===== src/rtl/muldiv_sequencer_if.sv =====
// Request/result bundle between the core and the iterative RV32M
// multiply/divide unit. The core side uses the master modport and the unit
// uses the slave modport.
interface muldiv_sequencer_if #(
  parameter int XLEN = 32
);
  logic            in_valid;
  logic            out_ready;
  logic [2:0]      in_funct3;
  logic [XLEN-1:0] in_rs1;
  logic [XLEN-1:0] in_rs2;
  logic            in_flush;
  logic            out_valid;
  logic            in_result_ready;
  logic [XLEN-1:0] out_result;
  logic            out_busy;

  modport master (
    output in_valid, in_funct3, in_rs1, in_rs2, in_flush, in_result_ready,
    input  out_ready, out_valid, out_result, out_busy
  );

  modport slave (
    input  in_valid, in_funct3, in_rs1, in_rs2, in_flush, in_result_ready,
    output out_ready, out_valid, out_result, out_busy
  );
endinterface


===== src/rtl/muldiv_sequencer.sv =====
// Iterative RV32M multiply/divide unit. One op is accepted in IDLE, operands
// are reduced to magnitudes in PREP, a shift-add multiply or restoring divide
// runs one bit per cycle in CALC, and FIXUP applies the sign and the ISA
// corner cases before the result is held in DONE until taken.
// Optional feature: define MULDIV_EARLY_OUT_EN to skip the iterations when
// rs2 is zero (any op) or rs1 is zero (multiply).
module muldiv_sequencer #(
  parameter int XLEN = 32
) (
  input logic               clk,
  input logic               rst_n,
  muldiv_sequencer_if.slave bus
);
  localparam int CW = $clog2(XLEN + 1);
  localparam int AW = 2 * XLEN + 1;

  typedef enum logic [2:0] {
    ST_IDLE  = 3'd0,
    ST_PREP  = 3'd1,
    ST_CALC  = 3'd2,
    ST_FIXUP = 3'd3,
    ST_DONE  = 3'd4
  } state_t;

  state_t state;
  state_t next_state;

  logic [2:0]      funct3;
  logic [XLEN-1:0] op_a;     // raw rs1, kept for the REM-by-zero result
  logic [XLEN-1:0] op_b;     // rs2, replaced by its magnitude in PREP
  logic            res_neg;
  logic [AW-1:0]   acc;      // mul: {carry, hi, lo}; div: {remainder, quotient}
  logic [CW-1:0]   count;
  logic [XLEN-1:0] result;

  logic            is_div;
  logic            a_signed;
  logic            b_signed;
  logic            a_neg;
  logic            b_neg;
  logic            sign_next;
  logic            b_zero;
  logic            early_out;
  logic [XLEN-1:0] abs_a;
  logic [XLEN-1:0] abs_b;
  logic [XLEN:0]   mul_sum;
  logic [AW-1:0]   mul_next;
  logic [AW-1:0]   div_shift;
  logic [XLEN+1:0] div_diff;
  logic [AW-1:0]   div_next;
  logic [2*XLEN-1:0] prod_fix;
  logic [XLEN-1:0] quot_fix;
  logic [XLEN-1:0] rem_fix;
  logic [XLEN-1:0] fix_result;

  // Which operands are interpreted as signed for the latched funct3.
  always_comb begin
    a_signed = 1'b0;
    b_signed = 1'b0;
    case (funct3)
      3'b000, 3'b001, 3'b100, 3'b110: begin
        a_signed = 1'b1;
        b_signed = 1'b1;
      end
      3'b010: begin
        a_signed = 1'b1;
        b_signed = 1'b0;
      end
      default: begin
        a_signed = 1'b0;
        b_signed = 1'b0;
      end
    endcase
  end

  assign is_div    = funct3[2];
  assign a_neg     = a_signed & op_a[XLEN-1];
  assign b_neg     = b_signed & op_b[XLEN-1];
  assign abs_a     = a_neg ? ({XLEN{1'b0}} - op_a) : op_a;
  assign abs_b     = b_neg ? ({XLEN{1'b0}} - op_b) : op_b;
  // Remainder takes the dividend's sign; everything else takes sA^sB.
  assign sign_next = (is_div & funct3[1]) ? a_neg : (a_neg ^ b_neg);
  assign b_zero    = (op_b == {XLEN{1'b0}});

`ifdef MULDIV_EARLY_OUT_EN
  assign early_out = (op_b == {XLEN{1'b0}}) | (~is_div & (op_a == {XLEN{1'b0}}));
`else
  assign early_out = 1'b0;
`endif

  // Shift-add multiply step: add B when the multiplier LSB is set, shift right.
  assign mul_sum  = acc[AW-1:XLEN] + ({1'b0, op_b} & {(XLEN+1){acc[0]}});
  assign mul_next = {1'b0, mul_sum, acc[XLEN-1:1]};

  // Restoring divide step: shift left, trial subtract with one guard bit.
  assign div_shift = {acc[AW-2:0], 1'b0};
  assign div_diff  = {1'b0, div_shift[AW-1:XLEN]} - {2'b00, op_b};
  assign div_next  = div_diff[XLEN+1] ? div_shift
                                      : {div_diff[XLEN:0], div_shift[XLEN-1:1], 1'b1};

  assign prod_fix = res_neg ? ({(2*XLEN){1'b0}} - acc[2*XLEN-1:0]) : acc[2*XLEN-1:0];
  assign quot_fix = res_neg ? ({XLEN{1'b0}} - acc[XLEN-1:0]) : acc[XLEN-1:0];
  assign rem_fix  = res_neg ? ({XLEN{1'b0}} - acc[2*XLEN-1:XLEN]) : acc[2*XLEN-1:XLEN];

  // Final result selection including the divide-by-zero results.
  always_comb begin
    fix_result = {XLEN{1'b0}};
    case (funct3)
      3'b000:                 fix_result = prod_fix[XLEN-1:0];
      3'b001, 3'b010, 3'b011: fix_result = prod_fix[2*XLEN-1:XLEN];
      3'b100, 3'b101: begin
        if (b_zero) begin
          fix_result = {XLEN{1'b1}};
        end else begin
          fix_result = quot_fix;
        end
      end
      3'b110, 3'b111: begin
        if (b_zero) begin
          fix_result = op_a;
        end else begin
          fix_result = rem_fix;
        end
      end
      default: fix_result = {XLEN{1'b0}};
    endcase
  end

  // State register.
  always_ff @(posedge clk or negedge rst_n) begin
    if (!rst_n) begin
      state <= ST_IDLE;
    end else begin
      state <= next_state;
    end
  end

  // Next-state logic; a flush returns to IDLE from any state.
  always_comb begin
    next_state = state;
    if (bus.in_flush) begin
      next_state = ST_IDLE;
    end else begin
      case (state)
        ST_IDLE: begin
          if (bus.in_valid) begin
            next_state = ST_PREP;
          end else begin
            next_state = ST_IDLE;
          end
        end
        // Early-out passes through CALC with a zero count, so it exits at once.
        ST_PREP: next_state = ST_CALC;
        ST_CALC: begin
          if (count == {CW{1'b0}}) begin
            next_state = ST_FIXUP;
          end else begin
            next_state = ST_CALC;
          end
        end
        ST_FIXUP: next_state = ST_DONE;
        ST_DONE: begin
          if (bus.in_result_ready) begin
            next_state = ST_IDLE;
          end else begin
            next_state = ST_DONE;
          end
        end
        default: next_state = ST_IDLE;
      endcase
    end
  end

  // Operand capture, iteration datapath and result register.
  always_ff @(posedge clk or negedge rst_n) begin
    if (!rst_n) begin
      funct3  <= 3'b000;
      op_a    <= {XLEN{1'b0}};
      op_b    <= {XLEN{1'b0}};
      res_neg <= 1'b0;
      acc     <= {AW{1'b0}};
      count   <= {CW{1'b0}};
      result  <= {XLEN{1'b0}};
    end else if (bus.in_flush) begin
      result  <= {XLEN{1'b0}};
    end else begin
      case (state)
        ST_IDLE: begin
          if (bus.in_valid) begin
            funct3 <= bus.in_funct3;
            op_a   <= bus.in_rs1;
            op_b   <= bus.in_rs2;
          end
        end
        ST_PREP: begin
          op_b    <= abs_b;
          res_neg <= sign_next;
          if (early_out) begin
            acc   <= {AW{1'b0}};
            count <= {CW{1'b0}};
          end else begin
            acc   <= {{(XLEN+1){1'b0}}, abs_a};
            count <= CW'(XLEN);
          end
        end
        ST_CALC: begin
          if (count != {CW{1'b0}}) begin
            acc   <= is_div ? div_next : mul_next;
            count <= count - CW'(1);
          end
        end
        ST_FIXUP: result <= fix_result;
        default: result <= result;
      endcase
    end
  end

  assign bus.out_ready  = (state == ST_IDLE);
  assign bus.out_busy   = (state != ST_IDLE);
  assign bus.out_valid  = (state == ST_DONE);
  assign bus.out_result = result;
endmodule

===== src/flat_wrapper.sv =====
// flat-port wrapper written by rule: the top's interface ports become plain ports
module muldiv_sequencer_flat 
#(
  parameter int XLEN = 32
)
  (clk, rst_n, bus_in_valid, bus_in_funct3, bus_in_rs1, bus_in_rs2, bus_in_flush, bus_in_result_ready, bus_out_ready, bus_out_valid, bus_out_result, bus_out_busy);
  muldiv_sequencer_if #(.XLEN(XLEN)) bus_i ();
  input logic clk;
  input logic rst_n;
  input wire logic [$bits(bus_i.in_valid)-1:0] bus_in_valid;
  input wire logic [$bits(bus_i.in_funct3)-1:0] bus_in_funct3;
  input wire logic [$bits(bus_i.in_rs1)-1:0] bus_in_rs1;
  input wire logic [$bits(bus_i.in_rs2)-1:0] bus_in_rs2;
  input wire logic [$bits(bus_i.in_flush)-1:0] bus_in_flush;
  input wire logic [$bits(bus_i.in_result_ready)-1:0] bus_in_result_ready;
  output wire logic [$bits(bus_i.out_ready)-1:0] bus_out_ready;
  output wire logic [$bits(bus_i.out_valid)-1:0] bus_out_valid;
  output wire logic [$bits(bus_i.out_result)-1:0] bus_out_result;
  output wire logic [$bits(bus_i.out_busy)-1:0] bus_out_busy;
  assign bus_i.in_valid = bus_in_valid;
  assign bus_i.in_funct3 = bus_in_funct3;
  assign bus_i.in_rs1 = bus_in_rs1;
  assign bus_i.in_rs2 = bus_in_rs2;
  assign bus_i.in_flush = bus_in_flush;
  assign bus_i.in_result_ready = bus_in_result_ready;
  assign bus_out_ready = bus_i.out_ready;
  assign bus_out_valid = bus_i.out_valid;
  assign bus_out_result = bus_i.out_result;
  assign bus_out_busy = bus_i.out_busy;
  muldiv_sequencer #(.XLEN(XLEN)) u_core (.clk(clk), .rst_n(rst_n), .bus(bus_i));
endmodule

===== config.mk =====
export PLATFORM = sky130hd
export DESIGN_NAME = muldiv_sequencer_flat
export DESIGN_NICKNAME = d
export VERILOG_FILES = /design/src/rtl/muldiv_sequencer_if.sv /design/src/rtl/muldiv_sequencer.sv /design/src/flat_wrapper.sv
export SDC_FILE = /design/constraint.sdc
export NUM_CORES = 1
export LEC_CHECK = 0
export CORE_ASPECT_RATIO = 1.5
export CORE_MARGIN = 8
export CORE_UTILIZATION = 42
export DETAILED_ROUTE_END_ITERATION = 7
export MAX_ROUTING_LAYER = met4
export PLACE_DENSITY_LB_ADDON = 0.15
export SLEW_MARGIN = 20
export SYNTH_ARGS = -nofsm -noshare
export SYNTH_HDL_FRONTEND = slang
export SYNTH_SLANG_ARGS = --single-unit

===== constraint.sdc =====
create_clock -name clk -period 7.45 [get_ports clk]
set_input_delay 1.49 -clock clk [delete_from_list [all_inputs] [get_ports clk]]
set_output_delay 1.49 -clock clk [all_outputs]
set_load 0.005 [all_outputs]

==> flow_summary.yaml, run 1 <==
status:
  status: "completed"
power_and_ir_drop:
  vdd_drop_max_mv: 0.217
  leakagePower_nw: 7.41
  powerDensity_nw_per_um2: 447
  power_mw: 7.74
sta:
  finalHoldViolCount: 0
  setup_viol: 0
  finClkSkew_ns: 0.0111
  max_slew_margin: 0.220
  fmax_mhz: 231
  finalCriticalPeriod_ns: 4.33
  worstMarginPinSlew_ns: 1.17
  grt_setup_unrepaired: "false"
  period_share: 0.582
  setup_tns_ns: 0
  slew_viol_final: 0
worst_setup_path:
  critPathMaxFanout: 50
  worst_setup_path_start_kind: "register"
  cp_slowest_cell: "nor4_2"
  crit_type: "register to register"
  crit_buf_inv: 2
  cp_data_arrival_time_ns: 4.70
  slowest_delay_ns: 0.64
  endpoint_kind: "register"
  path_cells: "inv_1 -> ha_1 -> or3b_4 -> nor4_2 -> nand4_1 -> or2_1 -> buf_4 -> o21ai_2 -> nor2_2 -> a2111oi_0 -> a211oi_1 -> a21o_1"
  critPathRequiredTime_ns: 7.81
  crit_family: "simple AND/OR/NAND/NOR gates"
synth:
  yosys_most_used_dff: "dfrtp_1"
  synth_nets: 2103
  synth_cells: 1960
  ys_warn_count: 0
  yosysUniqueCellTypes: 81
  synth-seq-cells: 174
  async_reset_ff_frac: 1.00
  avgSynthCellArea_sq_um: 7.84
  synth_area_sq_um: 15400
  synth_seq_area_share: 0.283
  synth_edf_count: 0
cts:
  h-tree-depth: 4
  cts_num_sinks: 174
  cts_root_buf: "clkbuf_16"
  post_cts_buffers: 0
  ctsHoldBuffers: 0
  cts_buffer_depth: 2
  path_clk_slew_ns: 0.07
  cts_inserted_buffers: 17
  postCtsResizedCells: 0
  cts_tree: "yes"
  clock_latency_ns: 0.47
finish:
  area_growth_syn_to_layout_pct: 12.7
  finalNonFillerCells: 2477
  n_fill_cell: 3641
  final_nets: 2126
  num_antenna_cells: 0
  post-route-util: 0.476
  drive_gt1_frac: 0.0672
drt:
  route.detailed.drc: 0
  vias: 14812
  wl_um: 53300
  drtAntennaViolNets: 0
  via_per_inst: 5.98
  drt_iter0_drc: 1100
  wl_per_cell_um: 21.5
  first_pass_iters: 8
floorplan:
  die_w_um: 172
  rows: 86
  die_h_um: 250
  core_area_sq_um: 36400
  die_area_sq_um: 43100
  start_util: 0.423
  ioPinCount: 107
global_routing:
  grt_pass1_wl_um: 84000
  grt_use_met1: 0.292
  grtUsageMet2: 0.435
  grt_max_degree: 86
  grt_pass1_vias: 14764
  antenna_found_initial: 0
  grt_busiest_layer: "met2"
  grt_use_total: 0.255
  grt_remaining_overflow: 0
  grt_use_met3: 0.0281
worst_hold_path:
  worstHoldPathType: "register to register"
placement:
  place_inst: 2448
  globalplace.congestion: 0.941
  dp_hpwl_um: 39800
  port_buffers: 106
job:
  maxCapViolCount: 0
==> cell usage in the layout (no fill, tap or decap), types with 17 or more instances in the layout <==
| cell type | netlist | final |
|---|---|---|
| a21oi_1 | 221 | 221 |
| nor2_1 | 209 | 208 |
| nand2_1 | 179 | 179 |
| dfrtp_1 | 174 | 172 |
| o21ai_0 | 152 | 152 |
| clkdlybuf4s50_1 | 0 | 105 |
| xor2_1 | 89 | 89 |
| xnor2_1 | 86 | 86 |
| ha_1 | 69 | 69 |
| inv_1 | 66 | 66 |
| mux2i_1 | 44 | 44 |
| nor3_1 | 42 | 42 |
| mux2_2 | 36 | 36 |
| a21o_1 | 35 | 35 |
| nand3_1 | 31 | 31 |
| or3_1 | 25 | 25 |
| o22ai_1 | 24 | 24 |
| buf_4 | 1 | 24 |
| a22oi_1 | 21 | 21 |
| a31oi_1 | 20 | 20 |
| a221o_1 | 19 | 19 |
| nand2b_1 | 18 | 18 |
| o31ai_1 | 18 | 18 |
| a211oi_1 | 18 | 18 |
| o211ai_1 | 17 | 17 |
| clkbuf_16 | 0 | 17 |
==> logic make-up (layout without fill, tap and decap cells) <==
family | count (synthesis) | count (layout) | share of synthesized area
muxes | 80 | 80 | 0.0550
DFF | 174 | 174 | 0.283
xor gates and xnor gates | 175 | 175 | 0.0997
buffers and inverters | 194 | 227 | 0.0485
and+or+nand+nor | 617 | 617 | 0.191
AOI/OAI and AO/OA | 649 | 649 | 0.263
adders and majority gates | 71 | 71 | 0.0588
==> worst reg2reg max path, delay by kind of cell, from the launching register on <==
| family | cells | cell delay [ns] |
|---|---|---|
| AO/OA/AOI/OAI | 4 | 1.26 |
| adder cells (fa/ha/maj) | 1 | 0.22 |
| buffers and inverters | 2 | 0.44 |
| flip-flops | 1 | 0.42 |
| AND/OR/NAND/NOR | 5 | 1.88 |
==> power by group <==
group	total (mW)	switching [mW]	leakage (nW)	internal (mW)
sequential	1.96	0.715	2.18	1.24
clock	0.958	0.405	0.283	0.553
combinational	4.82	2.88	4.95	1.95
==> synth_stat cells (all sizes together), types with 8 or more instances <==
master | instances | area (sq um)
o211ai | 17 | 128
ha | 69 | 863
nand2b | 19 | 121
o221ai | 14 | 123
xnor2 | 86 | 753
a22oi | 21 | 158
nand3 | 31 | 155
or4 | 10 | 78.8
o31ai | 18 | 135
o41ai | 12 | 139
inv | 66 | 248
a221o | 19 | 190
and3 | 8 | 50.1
a211oi | 18 | 135
dfrtp | 174 | 4350
or3 | 25 | 156
or2 | 14 | 87.6
o22ai | 24 | 150
nand4 | 14 | 100
a31oi | 20 | 125
and2 | 16 | 100
xor2 | 89 | 780
nor4 | 19 | 176
a21oi | 222 | 1110
o21a | 8 | 60.1
clkbuf | 103 | 387
mux2 | 36 | 405
nor3 | 45 | 240
a21o | 35 | 263
o21ai | 167 | 843
mux2i | 44 | 440
buf | 23 | 104
nand2 | 179 | 672
nor2b | 8 | 50.1
nor2 | 211 | 797
==> flip-flops by register name, summed over array words and instances (netlist names) <==
signal                 cells
u_core.funct3              3
u_core.op_b               32
u_core.bus.out_result     32
u_core.res_neg             1
u_core.acc                65
u_core.state               3
u_core.op_a               32
u_core.count               6
==> path summary, 6_finish.rpt <==
check | cells after the start | end | start | slack, ns
min in group asynchronous | 1 | u_core.op_a[9] | rst_n | 1.09
max in group asynchronous | 2 | u_core.funct3[2] | rst_n | 4.88
worst min-delay path | 2 | u_core.bus.out_result[18] | u_core.bus.out_result[18] | 0.46
worst min register to register | 2 | u_core.bus.out_result[18] | u_core.bus.out_result[18] | 0.46
worst max register to register | 12 | u_core.bus.out_result[11] | u_core.op_b[1] | 3.12
worst max-delay path | 12 | u_core.bus.out_result[11] | u_core.op_b[1] | 3.12
==> metrics by stage <==
| step | setup WS [ns] | hold slack [ns] | instance area (sq um) |
|---|---|---|---|
| floorplan | 4.03 | 0.455 | 15400 |
| global placement | 3.25 | 0.453 | 16700 |
| detailed placement | 3.19 | 0.455 | 16700 |
| CTS | 3.17 | 0.470 | 17300 |
| global route | 2.92 | 0.485 | 17300 |
| finish | 3.12 | 0.464 | 17300 |
==> final cells by class <==
| type | count | area (sq um) | area share |
|---|---|---|---|
| tap | 484 | 606 | 0.0350 |
| timing repair buffer | 130 | 1240 | 0.0717 |
| inverter | 68 | 255 | 0.0147 |
| clock buffer | 21 | 440 | 0.0254 |
| clock inverter | 8 | 143 | 0.00823 |
| sequential | 174 | 4360 | 0.252 |
| multi-input combinational | 1592 | 10300 | 0.593 |
==> metal layers <==
| metal | wire, um | share of wire | up-vias |
|---|---|---|---|
| met1 | 21600 | 0.41 | 7141 |
| li1 | - | - | 7116 |
| met5 | 0 | 0 | - |
| met4 | 2460 | 0.046 | 0 |
| met3 | 2070 | 0.039 | 113 |
| met2 | 27200 | 0.51 | 442 |
(Power assumes the default switching activity.)
==> run 2: changes to the inputs <==
==> constraint.sdc (replaced) <==
create_clock -name clk -period 3.7 [get_ports clk]
set_input_delay 0.74 -clock clk [delete_from_list [all_inputs] [get_ports clk]]
set_output_delay 0.74 -clock clk [all_outputs]
set_load 0.005 [all_outputs]
==> run 2 against run 1 <==
Against the previous run:
- global-route usage barely moved
- clock power rose by 99%
- sequential share of layout area fell by 1.0 points
- first-iteration DRC count fell by 4.6%
- fmax rose by 23%
- clock skew rose by 0.0068 ns
- critical path depth rose by 4
- flip-flop and latch count did not move
- sequential power rose by 85%
- critical path type unchanged
- largest cell class unchanged
- highest routed layer unchanged
==> flow_summary.yaml, run 2 (same netlist as run 1, synthesis figures left out) <==
cts:
  cts_num_sinks: 174
  ctsHoldBuffers: 0
  path_clk_slew_ns: 0.07
  cts_buffer_depth: 2
  clock_latency_ns: 0.47
  cts_root_buf: "clkbuf_16"
  cts_inserted_buffers: 17
  cts_tree: "yes"
  h-tree-depth: 4
worst_setup_path:
  cp_slowest_cell: "dfrtp_1"
  crit_family: "compound AO/OA/AOI/OAI gates"
  cp_data_arrival_time_ns: 3.86
  slowest_delay_ns: 0.39
  cpMostUsedCell: "buf_4"
  endpoint_kind: "register"
  crit_type: "register to register"
  crit_buf_inv: 4
  critPathMaxFanout: 6
  critPathRequiredTime_ns: 4.03
  path_cells: "clkinvlp_4 -> buf_4 -> buf_4 -> nor2_1 -> ha_1 -> a21oi_1 -> nor2b_1 -> a311oi_2 -> o21ai_1 -> a41oi_1 -> buf_4 -> o21ai_1 -> a21o_1 -> a211oi_1 -> nor4_1 -> a221o_1"
  worst_setup_path_start_kind: "register"
placement:
  port_buffers: 106
  place_area_sq_um: 17400
  pre_cts_ws_ns: 0.0315
  globalplace.congestion: 0.981
  dp_hpwl_um: 41000
sta:
  fmax_mhz: 284
  finalHoldViolCount: 0
  setup_viol: 0
  period_share: 0.953
  max_slew_margin: 0.437
  slew_viol_final: 0
  worstMarginPinSlew_ns: 0.845
  finClkSkew_ns: 0.0179
  finalWorstSetupSlack_ns: 0.176
  finalCriticalPeriod_ns: 3.52
floorplan:
  start_util: 0.423
  core_area_sq_um: 36400
  die_area_sq_um: 43100
  ioPinCount: 107
  die_w_um: 172
  die_h_um: 250
  rows: 86
finish:
  num_antenna_cells: 0
  final_nets: 2203
  n_fill_cell: 3623
  largest_reg_flops: 65
  final_cell_mix: "a21oi_1, nor2_1, nand2_1, dfrtp_1, o21ai_0"
  area_growth_syn_to_layout_pct: 17.5
  drive_gt1_frac: 0.109
  regArea_sq_um: 4360
  multiInputGateArea_sq_um: 10300
  largest_register: "u_core.acc"
  final_common_cell: "a21oi_1"
  stdcell_area_sq_um: 18100
global_routing:
  grt_remaining_overflow: 0
  grt_pass1_wl_um: 83700
  grt_max_degree: 85
  grt_pass1_vias: 15051
  grt_use_total: 0.255
  antenna_found_initial: 0
drt:
  drt_iter0_drc: 1049
  vias: 15247
  via_per_inst: 5.96
  first_pass_iters: 5
  route.detailed.drc: 0
  wl_per_cell_um: 21.0
  wl_um: 53600
  drtAntennaViolNets: 0
worst_hold_path:
  worstHoldPathType: "input pin to async pin"
power_and_ir_drop:
  clkPwrFrac: 0.119
  combPwrFrac: 0.654
  pwr-share-seq: 0.227
  switching_share: 0.502
  powerDensity_nw_per_um2: 887
  p_int_mw: 7.98
  vdd_drop_max_mv: 0.319
  power_mw: 16.0
  p_sw_mw: 8.05
  leakagePower_nw: 7.82
status:
  status: "completed"
job:
  maxCapViolCount: 0
[run 2: cell types whose count changed in the layout (fill, tap and decap cells not counted), moves of 2 or more]
cell | before | now
buf_4 | 24 | 92
buf_12 | 0 | 8
clkinv_4 | 0 | 3
o21ai_0 | 152 | 149
a211oi_1 | 18 | 16
a211oi_2 | 0 | 2
a21oi_1 | 221 | 219
clkinv_2 | 3 | 5
o21ai_1 | 13 | 15
[run 2: repair_timing]
item,in CTS,in global routing
buffers inserted,0,6
gates resized for setup,0,14
setup endpoints to repair,0,10
[run 2: final cells by class]
cell class,instances,share of cell area
clock buffer,21,0.0249
sequential,174,0.241
inverter,68,0.0143
clock inverter,11,0.00783
multi-input combinational,1592,0.572
timing repair buffer,207,0.106
tap,484,0.0335
[run 2: metrics by stage]
step | cells | TNS, ns | hold WS, ns | utilization
after detailed placement | 2519 | 0 | 0.455 | 0.478
after global placement | 2519 | 0 | 0.451 | 0.478
after floorplan | 1960 | 0 | 0.444 | -
after CTS | 2551 | 0 | 0.265 | 0.494
final | 2557 | 0 | 0.260 | 0.497
after global routing | 2557 | -0.0241 | 0.291 | 0.497
[run 2: worst register-to-register path: cells and delay by family (launching register included)]
family	cells	cell delay, ns
AO/OA/AOI/OAI	8	1.84
buffers and inverters	4	0.65
flip-flops	1	0.39
AND/OR/NAND/NOR	3	0.25
adder cells (fa/ha/maj)	1	0.28
[run 2: worst paths after layout]
| check | start | end | slack (ns) | depth (start not counted) |
|---|---|---|---|---|
| setup reg to reg | u_core.acc[0] | u_core.acc[58] | 0.18 | 16 |
| max in group asynchronous | rst_n | u_core.bus.out_result[25] | 2.63 | 2 |
| hold reg to reg | u_core.bus.out_result[13] | u_core.bus.out_result[13] | 0.47 | 2 |
| setup / recovery | u_core.acc[0] | u_core.acc[58] | 0.18 | 16 |
| min in group clk | u_core.bus.out_result[13] | u_core.bus.out_result[13] | 0.47 | 2 |
| hold / removal | rst_n | u_core.op_a[8] | 0.26 | 1 |
[run 2: power groups by stage]
stage                     logic, mW  clock network, mW  registers, mW
final                          10.5               1.91           3.63
after global routing           11.6               2.01           3.73
after CTS                      10.3               1.95           3.60
after detailed placement       10.3                  0           3.63
after global placement         10.2                  0           3.62
after floorplan                7.65                  0           3.15
[run 2: layer usage]
metal	wire, um	global-route usage
met1	21800	0.295
met4	2560	0.123
met2	26600	0.428
met3	2670	0.0356
met5	0	-
==> run 3: changes to the inputs <==
--- a/config.mk
+++ b/config.mk
@@ -11,7 +11,7 @@
 export DETAILED_ROUTE_END_ITERATION = 7
 export MAX_ROUTING_LAYER = met4
 export PLACE_DENSITY_LB_ADDON = 0.15
-export SLEW_MARGIN = 20
+export SLEW_MARGIN = 30
 export SYNTH_ARGS = -nofsm -noshare
 export SYNTH_HDL_FRONTEND = slang
 export SYNTH_SLANG_ARGS = --single-unit
==> results of run 3 <==
The final DEF is identical to that of run 2; final timing and power are the same.
